===== src/rtl/hsv_pkg.sv =====
// Shared constants, hold-state encoding and the accelerated-step rule
// for the HSV offset adjuster.
package hsv_pkg;

    localparam logic [1:0] CH_H    = 2'd0;
    localparam logic [1:0] CH_S    = 2'd1;
    localparam logic [1:0] CH_V    = 2'd2;
    localparam logic [1:0] CH_NONE = 2'd3;

    typedef enum logic [1:0] {
        IDLE     = 2'd0,
        HOLD_INC = 2'd1,
        HOLD_DEC = 2'd2
    } hold_state_e;

    // Step doubles every accel_frames held frames, capped at max_shift doublings.
    function automatic int unsigned step_of(input int unsigned hcnt,
                                            input int unsigned base_step,
                                            input int unsigned accel_frames,
                                            input int unsigned max_shift);
        int unsigned shift;
        shift = hcnt / accel_frames;
        if (shift > max_shift) shift = max_shift;
        return base_step << shift;
    endfunction

endpackage


===== src/rtl/hsv_chan_adj.sv =====
// Two-stage add/limit for one HSV component: stage 1 registers the extended
// sum, stage 2 wraps (WRAP=1) or clamps to [0, 2^DW-1] (WRAP=0).
module hsv_chan_adj #(
    parameter int unsigned DW   = 8,
    parameter bit          WRAP = 1'b0
) (
    input  logic          clk,
    input  logic          rst,
    input  logic [DW-1:0] comp_i,
    input  logic [DW:0]   off_i,
    output logic [DW-1:0] comp_o
);

    // A wrapping channel only needs the low DW bits of the sum.
    localparam int unsigned SW = WRAP ? DW : DW + 2;

    logic [SW-1:0] sum_d, sum_q;
    logic [DW-1:0] comp_d, comp_q;

    assign sum_d = SW'({2'b00, comp_i} + {off_i[DW], off_i});

    if (WRAP) begin : g_wrap
        assign comp_d = sum_q[DW-1:0];
    end else begin : g_sat
        always_comb begin
            if (sum_q[DW+1])  comp_d = '0;
            else if (sum_q[DW]) comp_d = '1;
            else              comp_d = sum_q[DW-1:0];
        end
    end

    always_ff @(posedge clk or posedge rst) begin
        if (rst) begin
            sum_q  <= '0;
            comp_q <= '0;
        end else begin
            sum_q  <= sum_d;
            comp_q <= comp_d;
        end
    end

    assign comp_o = comp_q;

endmodule


===== src/rtl/hsv_adjust.sv =====
// Frame-synchronous H/S/V offset adjuster: vsync edge detect, button hold
// FSM with step acceleration, offset registers and a 2-stage pixel path.
module hsv_adjust
    import hsv_pkg::*;
#(
    parameter int unsigned DW           = 8,
    parameter int unsigned STEP         = 1,
    parameter int unsigned ACCEL_FRAMES = 16,
    parameter int unsigned MAX_SHIFT    = 3
) (
    input  logic            clk,
    input  logic            rst,
    input  logic            vsync,
    input  logic            enhance_en,
    input  logic [1:0]      sel,
    input  logic            inc,
    input  logic            dec,
    input  logic            clear,
    input  logic            pix_valid_in,
    input  logic [3*DW-1:0] hsv_in,
    output logic            pix_valid_out,
    output logic [3*DW-1:0] hsv_out,
    output logic [DW-1:0]   off_h,
    output logic [DW:0]     off_s,
    output logic [DW:0]     off_v,
    output hold_state_e     dbg_hold_state_o
);

    localparam int unsigned HCNT_MAX = ACCEL_FRAMES * MAX_SHIFT;
    localparam int unsigned HCW      = (HCNT_MAX > 0) ? $clog2(HCNT_MAX + 1) : 1;
    localparam logic signed [DW+1:0] SV_LIM = (DW+2)'((1 << DW) - 1);
    localparam logic [DW:0] OFF_POS = (DW+1)'((1 << DW) - 1);
    localparam logic [DW:0] OFF_NEG = ~OFF_POS + 1'b1;

    logic                 vsync_q, vfall, upd, press_inc, press_dec, hold_match;
    logic [DW-1:0]        off_h_q, off_h_d;
    logic [DW:0]          off_s_q, off_s_d, off_v_q, off_v_d;
    hold_state_e          hold_q, hold_d;
    logic [1:0]           hold_sel_q, hold_sel_d;
    logic [HCW-1:0]       hcnt_q, hcnt_d, hcnt_base;
    logic [DW:0]          step_val;
    logic signed [DW+1:0] sv_ext, step_ext, sv_sum;
    logic [DW:0]          sv_new;
    logic [1:0]           valid_q;
    logic [DW:0]          pix_off_h, pix_off_s, pix_off_v;

    assign vfall     = vsync_q & ~vsync;
    assign upd       = vfall & enhance_en & ~clear & (sel != CH_NONE);
    assign press_inc = inc & ~dec;
    assign press_dec = dec & ~inc;

    // Only a repeat of the same direction on the same channel keeps accelerating.
    assign hold_match = (sel == hold_sel_q) &&
                        ((hold_q == HOLD_INC && press_inc) || (hold_q == HOLD_DEC && press_dec));
    assign hcnt_base  = hold_match ? hcnt_q : '0;

    always_ff @(posedge clk or posedge rst) begin
        if (rst) begin
            vsync_q    <= 1'b0;
            hold_q     <= IDLE;
            hold_sel_q <= CH_H;
            hcnt_q     <= '0;
            off_h_q    <= '0;
            off_s_q    <= '0;
            off_v_q    <= '0;
            valid_q    <= '0;
        end else begin
            vsync_q    <= vsync;
            hold_q     <= hold_d;
            hold_sel_q <= hold_sel_d;
            hcnt_q     <= hcnt_d;
            off_h_q    <= off_h_d;
            off_s_q    <= off_s_d;
            off_v_q    <= off_v_d;
            valid_q    <= {valid_q[0], pix_valid_in};
        end
    end

    always_comb begin
        hold_d     = hold_q;
        hold_sel_d = hold_sel_q;
        hcnt_d     = hcnt_q;
        if (clear) begin
            hold_d     = IDLE;
            hold_sel_d = CH_H;
            hcnt_d     = '0;
        end else if (upd) begin
            if (press_inc || press_dec) begin
                hold_d     = press_inc ? HOLD_INC : HOLD_DEC;
                hold_sel_d = sel;
                hcnt_d     = (hcnt_base == HCW'(HCNT_MAX)) ? hcnt_base : hcnt_base + 1'b1;
            end else begin
                hold_d = IDLE;
                hcnt_d = '0;
            end
        end
    end

    always_comb begin
        step_val         = (DW+1)'(step_of(32'(hcnt_base), STEP, ACCEL_FRAMES, MAX_SHIFT));
        dbg_hold_state_o = hold_q;
    end

    always_comb begin
        off_h_d  = off_h_q;
        off_s_d  = off_s_q;
        off_v_d  = off_v_q;
        sv_ext   = (sel == CH_S) ? {off_s_q[DW], off_s_q} : {off_v_q[DW], off_v_q};
        step_ext = {1'b0, step_val};
        sv_sum   = press_inc ? sv_ext + step_ext : sv_ext - step_ext;
        if (sv_sum > SV_LIM)       sv_new = OFF_POS;
        else if (sv_sum < -SV_LIM) sv_new = OFF_NEG;
        else                       sv_new = sv_sum[DW:0];

        if (clear) begin
            off_h_d = '0;
            off_s_d = '0;
            off_v_d = '0;
        end else if (upd) begin
            if (inc && dec) begin
                case (sel)
                    CH_H:    off_h_d = '0;
                    CH_S:    off_s_d = '0;
                    CH_V:    off_v_d = '0;
                    default: ;
                endcase
            end else if (press_inc || press_dec) begin
                case (sel)
                    CH_H:    off_h_d = press_inc ? off_h_q + step_val[DW-1:0]
                                                 : off_h_q - step_val[DW-1:0];
                    CH_S:    off_s_d = sv_new;
                    CH_V:    off_v_d = sv_new;
                    default: ;
                endcase
            end
        end
    end

    // Next-state offsets feed the pixel path so a pixel sampled on the update edge sees them.
    assign pix_off_h = enhance_en ? {1'b0, off_h_d} : '0;
    assign pix_off_s = enhance_en ? off_s_d : '0;
    assign pix_off_v = enhance_en ? off_v_d : '0;

    hsv_chan_adj #(.DW(DW), .WRAP(1'b1)) u_chan_h (
        .clk    (clk),
        .rst    (rst),
        .comp_i (hsv_in[3*DW-1:2*DW]),
        .off_i  (pix_off_h),
        .comp_o (hsv_out[3*DW-1:2*DW])
    );

    hsv_chan_adj #(.DW(DW), .WRAP(1'b0)) u_chan_s (
        .clk    (clk),
        .rst    (rst),
        .comp_i (hsv_in[2*DW-1:DW]),
        .off_i  (pix_off_s),
        .comp_o (hsv_out[2*DW-1:DW])
    );

    hsv_chan_adj #(.DW(DW), .WRAP(1'b0)) u_chan_v (
        .clk    (clk),
        .rst    (rst),
        .comp_i (hsv_in[DW-1:0]),
        .off_i  (pix_off_v),
        .comp_o (hsv_out[DW-1:0])
    );

    assign pix_valid_out = valid_q[1];
    assign off_h         = off_h_q;
    assign off_s         = off_s_q;
    assign off_v         = off_v_q;

endmodule


===== config.mk =====
export PLATFORM = sky130hd
export DESIGN_NAME = hsv_adjust
export DESIGN_NICKNAME = d
export VERILOG_FILES = /design/src/rtl/hsv_pkg.sv /design/src/rtl/hsv_chan_adj.sv /design/src/rtl/hsv_adjust.sv
export SDC_FILE = /design/constraint.sdc
export NUM_CORES = 1
export LEC_CHECK = 0
export BUFFER_PORTS_ARGS = -buffer_cell sky130_fd_sc_hd__buf_2
export CAP_MARGIN = 30
export CORE_MARGIN = 3
export CORE_UTILIZATION = 35
export DETAILED_ROUTE_END_ITERATION = 16
export GPL_ROUTABILITY_DRIVEN = 0
export GPL_TIMING_DRIVEN = 1
export PLACE_DENSITY_LB_ADDON = 0.1
export SYNTH_ARGS = -nofsm -noshare
export SYNTH_HDL_FRONTEND = slang
export SYNTH_SLANG_ARGS = --single-unit

===== constraint.sdc =====
create_clock -name clk -period 6.5 [get_ports clk]
set_input_delay 1.3 -clock clk [delete_from_list [all_inputs] [get_ports clk]]
set_output_delay 1.3 -clock clk [all_outputs]
set_load 0.03 [all_outputs]

* Word-level counts from Yosys, hierarchy flattened *
Index checks and enable logic that the tools add are counted.

cells by class
  bitwise gates (word level) = 10
  mux-type cells = 43
  eq/ne operators = 7
  reductions and logical operators = 10
  $add $sub $neg = 8
  magnitude comparators = 3
  shift-type cells = 1

operators with widths
  kind                                                             count
  two-way mux 9 bit                                                16
  two-way mux 8 bit                                                12
  << shifter 1 x 32 -> 9 bit (first input constant)                1
  two-way mux 6 bit                                                5
  adder 9 x 9 -> 10 bit                                            2
  two-way mux 10 bit                                               2
  adder 8 bit                                                      2
  two-way mux 2 bit                                                8
  adder 10 bit                                                     1
  greater-than comparator 10 x 9 -> 1 bit (second input constant)  1
  < comparator 10 x 9 -> 1 bit (second input constant)             1
  subtractor 10 bit                                                1
  subtractor 8 bit                                                 1
  adder 6 x 1 -> 6 bit (second input constant)                     1
  AND 1 bit                                                        6
  equality test 6 bit (second input constant)                      1
  equality test 2 x 1 -> 1 bit (second input constant)             2
  equality test 2 bit (second input constant)                      2
  logical AND 1 bit                                                4
  NOT 1 bit                                                        4
  nonzero test 2 bit                                               2
  equality test 2 bit                                              1
  greater-than comparator 2 bit (second input constant)            1
  logical NOT 2 bit                                                1
  3 further kinds                                                  4

word-level totals
  register bits after elaboration = 91
  word-level logic and storage cells = 96
  output and inout port bits = 53

* Logic depth before layout (Yosys ltp) *
Gate-level depths: netlist (run 1).

  depth after elaboration = 21
  depth in mapped cells = 23

* Modules after synthesis *
Synthesis (run 1) repeated with hierarchy kept, for this count alone.

unflattened totals
  cell total of the unflattened synthesis = 566
  area total of the unflattened synthesis = 5535.3 µm²

modules (own cells, without submodules)
  module                    times used  sequential area each (µm²)  area each (µm²)  cells an instance
  hsv_adjust                1           975.9                       3078.0           347
  hsv_chan_adj at u_chan_v  1           450.4                       862.1            81
  hsv_chan_adj at u_chan_s  1           450.4                       859.6            79
  hsv_chan_adj at u_chan_h  1           400.4                       735.7            59

* Worst setup path before layout (run 1) *
No wires, ideal clock.

  path kind = input port to flip-flop
  from = in dec
  to = reg u_chan_s.sum_q[9]
  stages on the path = 23
  arrival time = 5.808 ns
  setup time = 0.099 ns
  data required time = 6.401 ns
  slack = 0.593 ns
  buffers on the path = 3
  path through = inv_1 ha_1 clkbuf_1 nand3b_1 a211oi_1 clkbuf_1 o21ai_0 ha_1 fa_1 a21oi_1 nand4b_1 nand4b_1 and3_1 a21o_1 buf_2 o22ai_1 ha_1 a21o_1 a21oi_1 nor2b_1 o21a_1 or4_1 a311oi_1

on the way
  longest elaborated chain between the ends = 21

ends and longest elaborated chain
  what                           line                text
  start, declared                hsv_adjust.sv:17    input logic dec,
  NOT 1 bit                      hsv_adjust.sv:49    assign press_inc = inc & ~dec;
  AND 1 bit                      hsv_adjust.sv:49
  logical AND 1 bit              hsv_adjust.sv:54    ((hold_q == HOLD_INC && press_inc) || (hold_q == HOLD_DEC && press_dec));
  logical OR 1 bit               hsv_adjust.sv:54
  logical AND 1 bit              hsv_adjust.sv:53    assign hold_match = (sel == hold_sel_q) &&
  two-way mux 6 bit              hsv_adjust.sv:55    assign hcnt_base = hold_match ? hcnt_q : '0;
  greater-than comparator 2 bit  hsv_pkg.sv:23       if (shift > max_shift) shift = max_shift;
  two-way mux 2 bit              hsv_pkg.sv:23
  (+6 left out)                  --
  two-way mux 9 bit              hsv_adjust.sv:128   case (sel)
  two-way mux 9 bit              hsv_adjust.sv:127   end else if (press_inc || press_dec) begin
  two-way mux 9 bit (*)          hsv_adjust.sv:120   if (inc && dec) begin
  two-way mux 9 bit (*)          hsv_adjust.sv:119   end else if (upd) begin
  two-way mux 9 bit (*)          hsv_adjust.sv:115   if (clear) begin
  two-way mux 9 bit (*)          hsv_adjust.sv:141   assign pix_off_s = enhance_en ? off_s_d : '0;
  adder 9 x 9 -> 10 bit (*)      hsv_chan_adj.sv:20  assign sum_d = SW'({2'b00, comp_i} + {off_i[DW], off_i});
  net u_chan_s.sum_d[9]          hsv_chan_adj.sv:17  logic [SW-1:0] sum_d, sum_q;
  end signal, assigned           hsv_chan_adj.sv:37  sum_q <= sum_d;
  end, declared                  hsv_chan_adj.sv:17

Mark *: on every way through the listed nets, which the timed path passes. The rest lies on a longest branch.
A chain may end at the register's enable or synchronous reset.

* Worst setup path after layout (run 1) *
Ends and elaborated chain as after synthesis.

==> qor.csv, run 1 <==
stage,metric,value,unit
status,status,finished clean,
synth,synth cell count leaders,"dfrtp_1, nor2_1, ha_1",
place,placed instance area,6260,um^2
synth,Syn Nets,663,
die,Row Count,45,
die,I/O pins,87,
sta,Max Slew Vio Count,0,
synth,Post-Synth Simple-Gate Area,18.2,%
synth,area share of the largest cell type after synthesis,40.7,%
final_layout,nets,748,
power_and_ir_drop,power share of the clock group,41.9,%
power_and_ir_drop,VDD IR max,0.119,mV
global_routing,first-pass GRT wire length,22800,um
setup_path,CP cell instances,buf_2 -> inv_1 -> ha_1 -> nand3b_1 -> a211oi_1 -> buf_4 -> nand2_1 -> mux2i_1 -> ha_1 -> o21ai_0 -> o21ai_2 -> a21boi_1 -> buf_4 -> a21o_1 -> o22ai_1 -> ha_1 -> a21o_1 -> a21oi_1 -> nor2b_1 -> o21a_1 -> or4_1 -> a311oi_1,
setup_path,reg2reg path depth,19,
synth,"Async S/R FF share, synth",100,%
cts,Root Driver,clkbuf_16,
synth,Synth Area in Compound Gates,18.1,%
die,core area,15400,um^2
cts,clock-pin transition on the worst setup and hold timing paths,70,ps
drt,final wirelength,14100,um
synth,post-synthesis xor/xnor area fraction,5.16,%
synth,Mapped Avg Cell Area,9.69,um^2
cts,H-tree depth,3,
sta,fin crit period,5930,ps
power_and_ir_drop,PD cells,200,nW/um^2
drt,Pre-antenna DRT Iters,4,
synth,"count leader, synth",dfrtp_1,
power_and_ir_drop,switching part of the total power,27.3,%
sta,Worst-Margin Slew,801,ps
power_and_ir_drop,LEAKAGE,3.11,nW
setup_path,Crit Path Category,input pin to flip-flop,
die,die area,17600,um^2
global_routing,Total Routing Usage GR,16.3,%
setup_path,Worst EP required,6750,ps
place,DP Wirelength,10800,um
setup_path,CP arrival,6180,ps
power_and_ir_drop,combinational power share,12.9,%
power_and_ir_drop,register share of total power,45.1,%
cts,TritonCTS buffer count,9,
cts,clk_lat worst skew,350,ps
power_and_ir_drop,switching pwr,358,uW
setup_path,Worst setup SP type,input pin,
drt,DR WL/cell,16.0,um
final_layout,P&R area growth vs syn,17.4,%
global_routing,initial antenna violation count,0,
sta,FMAX,168,MHz
synth,Ys Warns,0,
setup_path,Buf/Inv on CP,4,
place,PortBufs,86,
synth,ys flop type,dfrtp_1,
synth,post-synthesis cell area,5600,um^2
drt,Detail Route Antenna Nets,0,
synth,Unique masters post-synth,72,
die,initial core utilization,36.3,%
setup_path,cell count along the critical path,22,
die,Die Wd,132,um
sta,setup violators final,0,
synth,Gate Count Post-Synth,578,
power_and_ir_drop,Pint,956,uW
drt,DRC violations left,0,
sta,period utilisation layout,91.3,%
final_layout,Fill cells,1573,
setup_path,Worst setup EP type,flip-flop,
sta,final clock skew,9.67,ps
global_routing,number of global-route vias before repair,4436,
sta,endpoints failing hold,0,
setup_path,CP peak stage delay,420,ps
sta,RSZ-0062 raised after global routing,no,
synth,#FFs+latches synth,91,
run,Max Cap Violations,0,
setup_path,"Top cell by count, worst path",ha_1,
hold_path,hold path depth,0,
synth,largest family of logic cells by synthesized area,simple AND/OR/NAND/NOR gates,
global_routing,grt ovf,0,
final_layout,layout cells sized above 1,21.1,%
final_layout,design area,6580,um^2
global_routing,largest net degree at the start of global routing,49,
synth,adder-cell share of the synthesized area,12.2,%
die,die height,132,um
setup_path,CP max FO,12,
cts,CTS Hold Bufs,0,
synth,post-synth top area cell,dfrtp_1,
synth,"Seq/Total Area, Yosys",40.7,%
cts,clk buf depth,2,
sta,max_slew headroom,46.6,%
drt,via count,4541,
drt,DRT iter0 DRCs,210,
setup_path,Crit path max-delay family,compound AO/OA/AOI/OAI gates,
setup_path,critical path's slowest cell,or4_1,
synth,largest cells by area after synthesis,"dfrtp_1, ha_1, nor2_1, o21ai_0, xnor2_1",
cts,post-CTS resize count,0,
hold_path,Hold Crit Class,flip-flop to flip-flop,
drt,DR vias/cell,5.17,
final_layout,n_diodes,0,
synth,mux contribution to synthesized area,2.55,%
sta,setup TNS,0,ps
synth,Post-synth EDFFs,0,
cts,TritonCTS clock tree,yes,
cts,clk sinks,91,
cts,Post-CTS Setup Bufs,0,
## power groups by stage
stage / clock network, mW / logic, mW / registers [mW]
after floorplan: 0 / 0.0958 / 0.626
after global placement: 0 / 0.170 / 0.604
after detailed placement: 0 / 0.172 / 0.604
after CTS: 0.570 / 0.172 / 0.593
after global routing: 0.592 / 0.189 / 0.595
final: 0.551 / 0.170 / 0.593
## per-stage QoR
step	power, mW	hold WS, ps	setup slack, ps	cells	util, %
2_1_floorplan	0.722	331	593	578	-
3_3_place_gp	0.775	333	391	863	40.6
3_5_place_dp	0.776	336	217	863	40.6
4_1_cts	1.34	351	579	879	42.6
5_1_grt	1.38	358	105	879	42.6
6_report	1.31	348	565	879	42.6
## worst paths after layout
kind                       slack (ps)                start                 end
max                               570                  dec   u_chan_s.sum_q[9]
min                               350   u_chan_h.comp_d[0]  u_chan_h.comp_o[0]
max reg2reg                      1510  dbg_hold_state_o[0]   u_chan_s.sum_q[9]
min reg2reg                       350   u_chan_h.comp_d[0]  u_chan_h.comp_o[0]
max in group asynchronous        4370                  rst            off_v[7]
min in group asynchronous        1060                  rst  u_chan_s.comp_o[7]
## final cells by class
cell class | instances | area (um^2) | area share [%]
Multi-Input combinational cell | 446 | 3150 | 47.9
Sequential cell | 91 | 2280 | 34.6
Timing Repair Buffer | 94 | 490 | 7.46
Tap cell | 211 | 264 | 4.02
Clock buffer | 10 | 239 | 3.63
Inverter | 21 | 80.1 | 1.22
Clock inverter | 6 | 72.6 | 1.10
## cell usage in the layout, fill, tap and decap left out, types with 4 or more instances in the layout
master	count
a21oi_1	35
buf_2	86
o21ai_0	42
a21o_1	8
and3_1	7
nor3_1	11
xnor2_1	21
nand3b_1	4
dfrtp_1	91
fa_1	5
clkbuf_16	9
mux2_2	10
nor4_1	4
a22oi_1	4
a221oi_1	6
xor2_1	12
and2_1	8
nor2_1	67
nand2b_1	10
buf_4	8
ha_1	46
nand2_1	45
nor2b_1	13
nor3b_1	4
inv_1	20
nand3_1	6
o21a_1	5
## registers in the layout, summed over array words and instances (netlist names)
register          count
off_s                 9
u_chan_h.comp_o       8
u_chan_s.sum_q       10
off_h                 8
vsync_q               1
u_chan_v.comp_o       8
dbg_hold_state_o      2
u_chan_v.sum_q       10
u_chan_s.comp_o       8
u_chan_h.comp_d       8
off_v                 9
hcnt_q                6
hold_sel_q            2
valid_q               2
## metal layers
layer	routed length (um)	global-route usage (%)
met5	0	0
met4	212	5.43
met3	617	3.12
met2	6640	26.5
met1	6630	21.9
## logic make-up after synthesis
family | Yosys count
compound gates | 150
flops | 91
fa+ha+maj | 52
mux | 13
buf+inv | 41
simple gates | 198
xor+xnor | 33
## worst register-to-register path: cells and delay by family (launching register included)
family                   cells  cell delay, ps
AO/OA/AOI/OAI               10            2390
AND/OR/NAND/NOR              4             770
adder cells (fa/ha/maj)      2             640
buffers and inverters        2             430
flip-flops                   1             420
multiplexers                 1             250
No activity file was read; power rests on OpenSTA's default activity.
==> run 2, diff against run 1 <==
--- a/config.mk
+++ b/config.mk
@@ -5,6 +5,7 @@
 export SDC_FILE = /design/constraint.sdc
 export NUM_CORES = 1
 export LEC_CHECK = 0
+export ABC_AREA = 1
 export BUFFER_PORTS_ARGS = -buffer_cell sky130_fd_sc_hd__buf_2
 export CAP_MARGIN = 30
 export CORE_MARGIN = 3
==> run 2 against run 1 <==
Against the previous run:
- die area rose by 4.3%
- synthesized cell count rose by 29%
- clock power fell by 2%
- sequential share of layout area fell by 1.1 points
- sequential power rose by 2%
- routed wire length rose by 9.5%
- worst setup slack got worse by 10 ps
==> qor.csv, run 2 <==
stage,metric,value,unit,change
final_layout,area of the multi-input gates,3160,um^2,+0.20%
final_layout,"most common cell after layout, fill and taps aside",nand2_1,,
global_routing,Total Routing Usage GR,17.4,%,+1.1 points
die,die height,135,um,+2.1%
setup_path,CP arrival,6220,ps,+40 ps
synth,#FFs+latches synth,91,,unchanged
drt,DRT iter0 DRCs,312,,+49%
power_and_ir_drop,VDD IR max,0.112,mV,-5.9%
die,Row Count,46,,+2.2%
synth,"count leader, synth",nand2_1,,
synth,Post-synth EDFFs,0,,unchanged
global_routing,initial antenna violation count,0,,unchanged
synth,"Seq/Total Area, Yosys",38.9,%,-1.7 points
cts,TritonCTS clock tree,yes,,
place,DP Wirelength,12000,um,+12%
status,status,finished clean,,
synth,area share of the largest cell type after synthesis,38.9,%,-1.7 points
sta,period utilisation layout,91.5,%,+0.15 points
setup_path,Crit Path Category,input pin to flip-flop,,
setup_path,critical path's slowest cell,fa_1,,
setup_path,CP max FO,14,,+2
global_routing,number of global-route vias before repair,4929,,+11%
power_and_ir_drop,LEAKAGE,3.62,nW,+16%
synth,post-synthesis cell area,5850,um^2,+4.5%
final_layout,Layout Cells excl Fill,1046,,+19%
die,die area,18300,um^2,+4.3%
global_routing,grt ovf,0,,unchanged
sta,final clock skew,8.09,ps,-1.59 ps
power_and_ir_drop,PD cells,201,nW/um^2,+0.79%
final_layout,Fill cells,1636,,+4.0%
global_routing,largest net degree at the start of global routing,58,,+18%
place,PortBufs,86,,unchanged
sta,FMAX,168,MHz,-0.17%
place,DP Cell Count,1030,,+19%
setup_path,Worst setup SP type,input pin,,
synth,"Async S/R FF share, synth",100,%,unchanged
final_layout,"commonest non-fill, non-tap cells in the layout","nand2_1, dfrtp_1, a21oi_1, buf_2, nor2_1",,
die,Die Wd,135,um,+2.1%
sta,Worst-Margin Slew,766,ps,-35.0 ps
synth,synth cell count leaders,"nand2_1, dfrtp_1, a21oi_1",,
hold_path,Hold Crit Class,flip-flop to flip-flop,,
sta,endpoints failing hold,0,,unchanged
cts,clock-pin transition on the worst setup and hold timing paths,70,ps,about the same
cts,H-tree depth,3,,unchanged
setup_path,Worst EP required,6770,ps,+20 ps
final_layout,nets,910,,+22%
final_layout,top flop regs,"u_chan_s.sum_q: 10 flops, u_chan_v.sum_q: 10 flops",,
cts,clk sinks,91,,unchanged
drt,Detail Route Antenna Nets,0,,unchanged
final_layout,flip-flop and latch area,2280,um^2,unchanged
cts,clk buf depth,2,,unchanged
synth,Ys Warns,0,,unchanged
setup_path,Worst setup EP type,flip-flop,,
synth,ys flop type,dfrtp_1,,
synth,Unique masters post-synth,47,,-35%
synth,Gate Count Post-Synth,743,,+29%
die,I/O pins,87,,unchanged
sta,Max Slew Vio Count,0,,unchanged
sta,setup violators final,0,,unchanged
sta,fin crit period,5940,ps,+10.1 ps
synth,Syn Nets,828,,+25%
synth,post-synth top area cell,dfrtp_1,,
drt,DRC violations left,0,,unchanged
final_layout,P&R area growth vs syn,16.2,%,
drt,DR vias/cell,4.80,,-7.0%
die,core area,16100,um^2,+4.5%
cts,TritonCTS buffer count,9,,unchanged
setup_path,CP peak stage delay,470,ps,+50 ps
drt,DR WL/cell,14.8,um,-8.0%
cts,Root Driver,clkbuf_16,,
cts,clk_lat worst skew,340,ps,about the same
final_layout,n_diodes,0,,unchanged
final_layout,layout cells sized above 1,17.2,%,-3.9 points
die,initial core utilization,36.3,%,about the same
drt,Pre-antenna DRT Iters,5,,+1
synth,largest cells by area after synthesis,"dfrtp_1, nand2_1, ha_1, a21oi_1, inv_1",,
setup_path,"Top cell by count, worst path",nand2_1,,
synth,Mapped Avg Cell Area,7.88,um^2,-19%
drt,via count,5024,,+11%
global_routing,first-pass GRT wire length,25200,um,+10%
cts,Post-CTS Setup Bufs,0,,unchanged
drt,final wirelength,15400,um,+9.5%
sta,RSZ-0062 raised after global routing,no,,
sta,max_slew headroom,48.9,%,+2.3 points
sta,setup TNS,0,ps,unchanged
run,Max Cap Violations,0,,unchanged
## run 2: changes by cell type in the layout (fill, tap and decap cells not counted), sizes merged, moves of 7 or more
| cell | previous run | this run |
|---|---|---|
| a21oi | 36 | 88 |
| nor2 | 68 | 84 |
| o21ai | 45 | 38 |
| xor2 | 12 | 26 |
| xnor2 | 21 | 4 |
| and2 | 8 | 1 |
| nand3 | 6 | 39 |
| nand2 | 46 | 180 |
| inv | 22 | 86 |
| nor2b | 13 | 0 |
| a21o | 8 | 0 |
| nand2b | 10 | 0 |
| mux2 | 10 | 0 |
## run 2: layer usage
layer / GRT usage, % / routed length [um] / part of all wire [%]
met1: 24.1 / 7410 / 48
met3: 3.08 / 656 / 4.2
met2: 27.7 / 7080 / 46
met5: 0 / 0 / 0
met4: 5.32 / 304 / 2.0
## run 2: worst paths after layout
check / start / end / slack (ps) / cells after the start
min reg2reg: u_chan_h.comp_d[0] / u_chan_h.comp_o[0] / 350 / 0
max in group asynchronous: rst / off_s[6] / 4360 / 3
min in group asynchronous: rst / valid_q[1] / 990 / 2
max reg2reg: hold_sel_q[1] / u_chan_s.sum_q[8] / 1410 / 30
min: u_chan_h.comp_d[0] / u_chan_h.comp_o[0] / 350 / 0
max: dec / u_chan_s.sum_q[8] / 560 / 33
## run 2: where the power goes
group | total, mW | switching (mW) | internal, mW
clock network | 0.540 | 0.237 | 0.303
logic | 0.227 | 0.158 | 0.0688
registers | 0.603 | 0.0106 | 0.592
total | 1.37 | 0.406 | 0.964
## run 2: cell families (layout without fill, tap and decap cells)
group	after synthesis	after routing	share of synthesized area, %
buffers and inverters	105	192	7.25
XOR/XNOR	30	30	4.75
AO/OA/AOI/OAI	142	142	12.9
adder cells (fa/ha/maj)	51	51	11.5
AND/OR/NAND/NOR	324	324	24.6
flip-flops	91	91	38.9
## run 2: per-stage QoR
stage | power, mW | cell area, um^2 | utilization [%] | worst slack [ps] | hold slack [ps]
global placement | 0.839 | 6490 | 40.3 | 320 | 331
CTS | 1.39 | 6790 | 42.2 | 451 | 351
global route | 1.44 | 6800 | 42.2 | 4.92 | 357
floorplan | 0.774 | 5850 | - | 967 | 331
detailed placement | 0.842 | 6490 | 40.3 | 90.4 | 335
finish | 1.37 | 6800 | 42.2 | 555 | 349
## run 2: timing repair
action | in CTS | in global routing
setup endpoints to repair | 0 | 3
endpoints found under the hold margin | 0 | 0
gates resized for setup | 0 | 2
hold buffers | 0 | 0
## run 2: critical path, delay by kind of cell
family	cells	cell delay, ps
AO/OA/AOI/OAI	7	1090
XOR/XNOR	2	350
AND/OR/NAND/NOR	14	1570
adder cells (fa/ha/maj)	4	1290
buffers and inverters	6	600
## run 2: cell type report
type	instances	area share, %
Multi-Input combinational cell	547	46.4
Sequential cell	91	33.5
Timing Repair Buffer	91	6.88
Inverter	85	4.78
Tap cell	216	3.97
Clock buffer	10	3.37
Clock inverter	6	1.07
==> run 3, diff against run 2 <==
--- a/config.mk
+++ b/config.mk
@@ -6,13 +6,14 @@
 export NUM_CORES = 1
 export LEC_CHECK = 0
 export ABC_AREA = 1
-export BUFFER_PORTS_ARGS = -buffer_cell sky130_fd_sc_hd__buf_2
+export BUFFER_PORTS_ARGS = -buffer_cell sky130_fd_sc_hd__clkbuf_2
 export CAP_MARGIN = 30
 export CORE_MARGIN = 3
 export CORE_UTILIZATION = 35
 export DETAILED_ROUTE_END_ITERATION = 16
 export GPL_ROUTABILITY_DRIVEN = 0
 export GPL_TIMING_DRIVEN = 1
+export MAX_ROUTING_LAYER = met4
 export PLACE_DENSITY_LB_ADDON = 0.1
 export SYNTH_ARGS = -nofsm -noshare
 export SYNTH_HDL_FRONTEND = slang
==> run 3 against run 2 <==
Against the previous run:
- largest cell class unchanged
- fmax grew 0.92%
- worst hold slack lost 2.5 ps
- power shrank 2.1%
- flip-flop and latch count is the same
- utilization shrank 0.13 points
- clock power shrank 5.2%
- cell area shrank 0.31%
- clock-buffer cell count grew 1
- register-to-register slack lost 60 ps
- worst setup slack gained 54 ps
- critical endpoint is now u_chan_v.sum_q[9]
- sequential power is essentially flat
==> qor.csv, run 3 (synthesized netlist as in run 2, its figures left out) <==
stage,metric,value,unit,change
setup_path,critical path's slowest cell,ha_1,,
drt,Detail Route Antenna Nets,0,,unchanged
sta,fin crit period,5890,ps,-54.0 ps
global_routing,number of global-route vias before repair,4976,,+0.95%
cts,clock-pin transition on the worst setup and hold timing paths,70,ps,about the same
final_layout,layout cells sized above 1,17.0,%,-0.20 points
final_layout,Fill cells,1667,,+1.9%
cts,TritonCTS buffer count,9,,unchanged
power_and_ir_drop,VDD IR max,0.120,mV,+7.8%
setup_path,CP peak stage delay,360,ps,-110 ps
drt,final wirelength,15200,um,-1.7%
sta,max_slew headroom,47.5,%,-1.5 points
global_routing,first-pass GRT wire length,25200,um,about the same
final_layout,"commonest non-fill, non-tap cells in the layout","nand2_1, dfrtp_1, a21oi_1, clkbuf_2, nor2_1",,
setup_path,Worst EP required,6780,ps,about the same
hold_path,Hold Crit Class,flip-flop to flip-flop,,
cts,clk sinks,91,,unchanged
setup_path,CP max FO,8,,-6
setup_path,CP arrival,6170,ps,-50 ps
hold_path,hold path depth,0,,unchanged
sta,setup TNS,0,ps,unchanged
sta,period utilisation layout,90.6,%,-0.83 points
die,Row Count,46,,unchanged
setup_path,Crit Path Category,input pin to flip-flop,,
final_layout,n_diodes,0,,unchanged
sta,Max Slew Vio Count,0,,unchanged
drt,Pre-antenna DRT Iters,5,,unchanged
cts,TritonCTS clock tree,yes,,
final_layout,"most common cell after layout, fill and taps aside",nand2_1,,
die,initial core utilization,36.3,%,unchanged
setup_path,Worst setup EP type,flip-flop,,
place,DP Cell Count,1029,,-0.097%
final_layout,area of the multi-input gates,3160,um^2,about the same
power_and_ir_drop,PD cells,198,nW/um^2,-1.8%
setup_path,"Top cell by count, worst path",nand2_1,,
drt,DRT iter0 DRCs,318,,+1.9%
drt,via count,5061,,+0.74%
die,Die Wd,135,um,unchanged
global_routing,largest net degree at the start of global routing,61,,+5.2%
power_and_ir_drop,LEAKAGE,3.60,nW,-0.60%
drt,DR WL/cell,14.5,um,-1.5%
drt,DRC violations left,0,,unchanged
die,die height,135,um,unchanged
final_layout,flip-flop and latch area,2280,um^2,unchanged
sta,RSZ-0062 raised after global routing,no,,
sta,Worst-Margin Slew,788,ps,+21.8 ps
drt,DR vias/cell,4.85,,+0.93%
global_routing,Total Routing Usage GR,17.7,%,+0.37 points
final_layout,design area,6780,um^2,-0.31%
place,placed instance area,6480,um^2,-0.12%
sta,final clock skew,9.44,ps,+1.36 ps
final_layout,Final Core Density,42.1,%,-0.13 points
cts,clk buf depth,2,,unchanged
sta,endpoints failing hold,0,,unchanged
power_and_ir_drop,PnR Total Power,1.34,mW,-2.1%
run,Max Cap Violations,0,,unchanged
cts,Root Driver,clkbuf_16,,
final_layout,top flop regs,"u_chan_s.sum_q: 10 flops, u_chan_v.sum_q: 10 flops",,
place,PortBufs,86,,unchanged
final_layout,Layout Cells excl Fill,1044,,-0.19%
global_routing,grt ovf,0,,unchanged
status,status,finished clean,,
cts,clk_lat worst skew,350,ps,about the same
die,I/O pins,87,,unchanged
setup_path,reg2reg path depth,31,,+3.3%
final_layout,nets,909,,-0.11%
sta,FMAX,170,MHz,+0.92%
sta,setup violators final,0,,unchanged
die,die area,18300,um^2,unchanged
global_routing,initial antenna violation count,0,,unchanged
setup_path,Worst setup SP type,input pin,,
place,DP Wirelength,11900,um,-1.6%
die,core area,16100,um^2,unchanged
final_layout,P&R area growth vs syn,15.8,%,
cts,H-tree depth,3,,unchanged
cts,CTS Hold Bufs,0,,unchanged
==> run 3: cell count changes in the layout (fill, tap and decap cells not counted), sizes merged <==
| cell | previous run | this run |
|---|---|---|
| clkbuf | 10 | 97 |
| clkinvlp | 1 | 0 |
| inv | 86 | 84 |
| buf | 91 | 4 |
| clkinv | 3 | 4 |
==> run 3: power breakdown <==
| part | leakage [nW] | internal (mW) | total (mW) | switching, mW |
|---|---|---|---|---|
| Sequential | 1.15 | 0.593 | 0.604 | 0.0110 |
| Clock | 0.140 | 0.297 | 0.512 | 0.216 |
| Combinational | 2.31 | 0.0676 | 0.225 | 0.158 |
| Total | 3.60 | 0.957 | 1.34 | 0.384 |
==> run 3: repair_timing <==
action | 4_1_cts | 5_1_grt
endpoints found under the setup margin | 0 | 6
gates resized for setup | 0 | 3
endpoints found under the hold margin | 0 | 0
buffers inserted | 0 | 0
==> run 3: stage by stage <==
step | worst slack (ps) | hold WS [ps]
2_1_floorplan | 967 | 331
3_3_place_gp | 192 | 332
3_5_place_dp | 41.2 | 336
4_1_cts | 393 | 350
5_1_grt | 42.1 | 352
6_report | 609 | 346
==> run 3: critical path: cells and delay by family <==
family,cells,cell delay (ps)
xor+xnor,1,260
simple gates,19,1990
compound gates,7,1520
fa+ha+maj,3,810
buf+inv,4,280
==> run 3: path summary, 6_finish.rpt <==
path,from,endpoint,slack [ps]
setup / recovery,dec,u_chan_v.sum_q[9],610
max in group asynchronous,rst,hcnt_q[2],4390
min in group asynchronous,rst,valid_q[0],960
hold / removal,u_chan_h.comp_d[5],u_chan_h.comp_o[5],350
setup reg to reg,hold_sel_q[1],u_chan_v.sum_q[9],1350
hold reg to reg,u_chan_h.comp_d[5],u_chan_h.comp_o[5],350
==> run 3: layer usage <==
metal | wire length, um | vias up | track usage, % | share of wire, %
li1 | - | 2580 | - | -
met1 | 7280 | 2358 | 24.3 | 48
met2 | 6980 | 106 | 27.2 | 46
met3 | 693 | 17 | 3.49 | 4.6
met4 | 235 | 0 | 4.37 | 1.5
met5 | 0 | - | - | 0
==> run 3: cell type report <==
class                      instances  area share, %
multi-input combinational        547           46.6
sequential                        91           33.6
timing repair buffer              90           6.79
inverter                          85           4.80
tap                              216           3.99
clock buffer                      11           3.43
clock inverter                     4          0.775
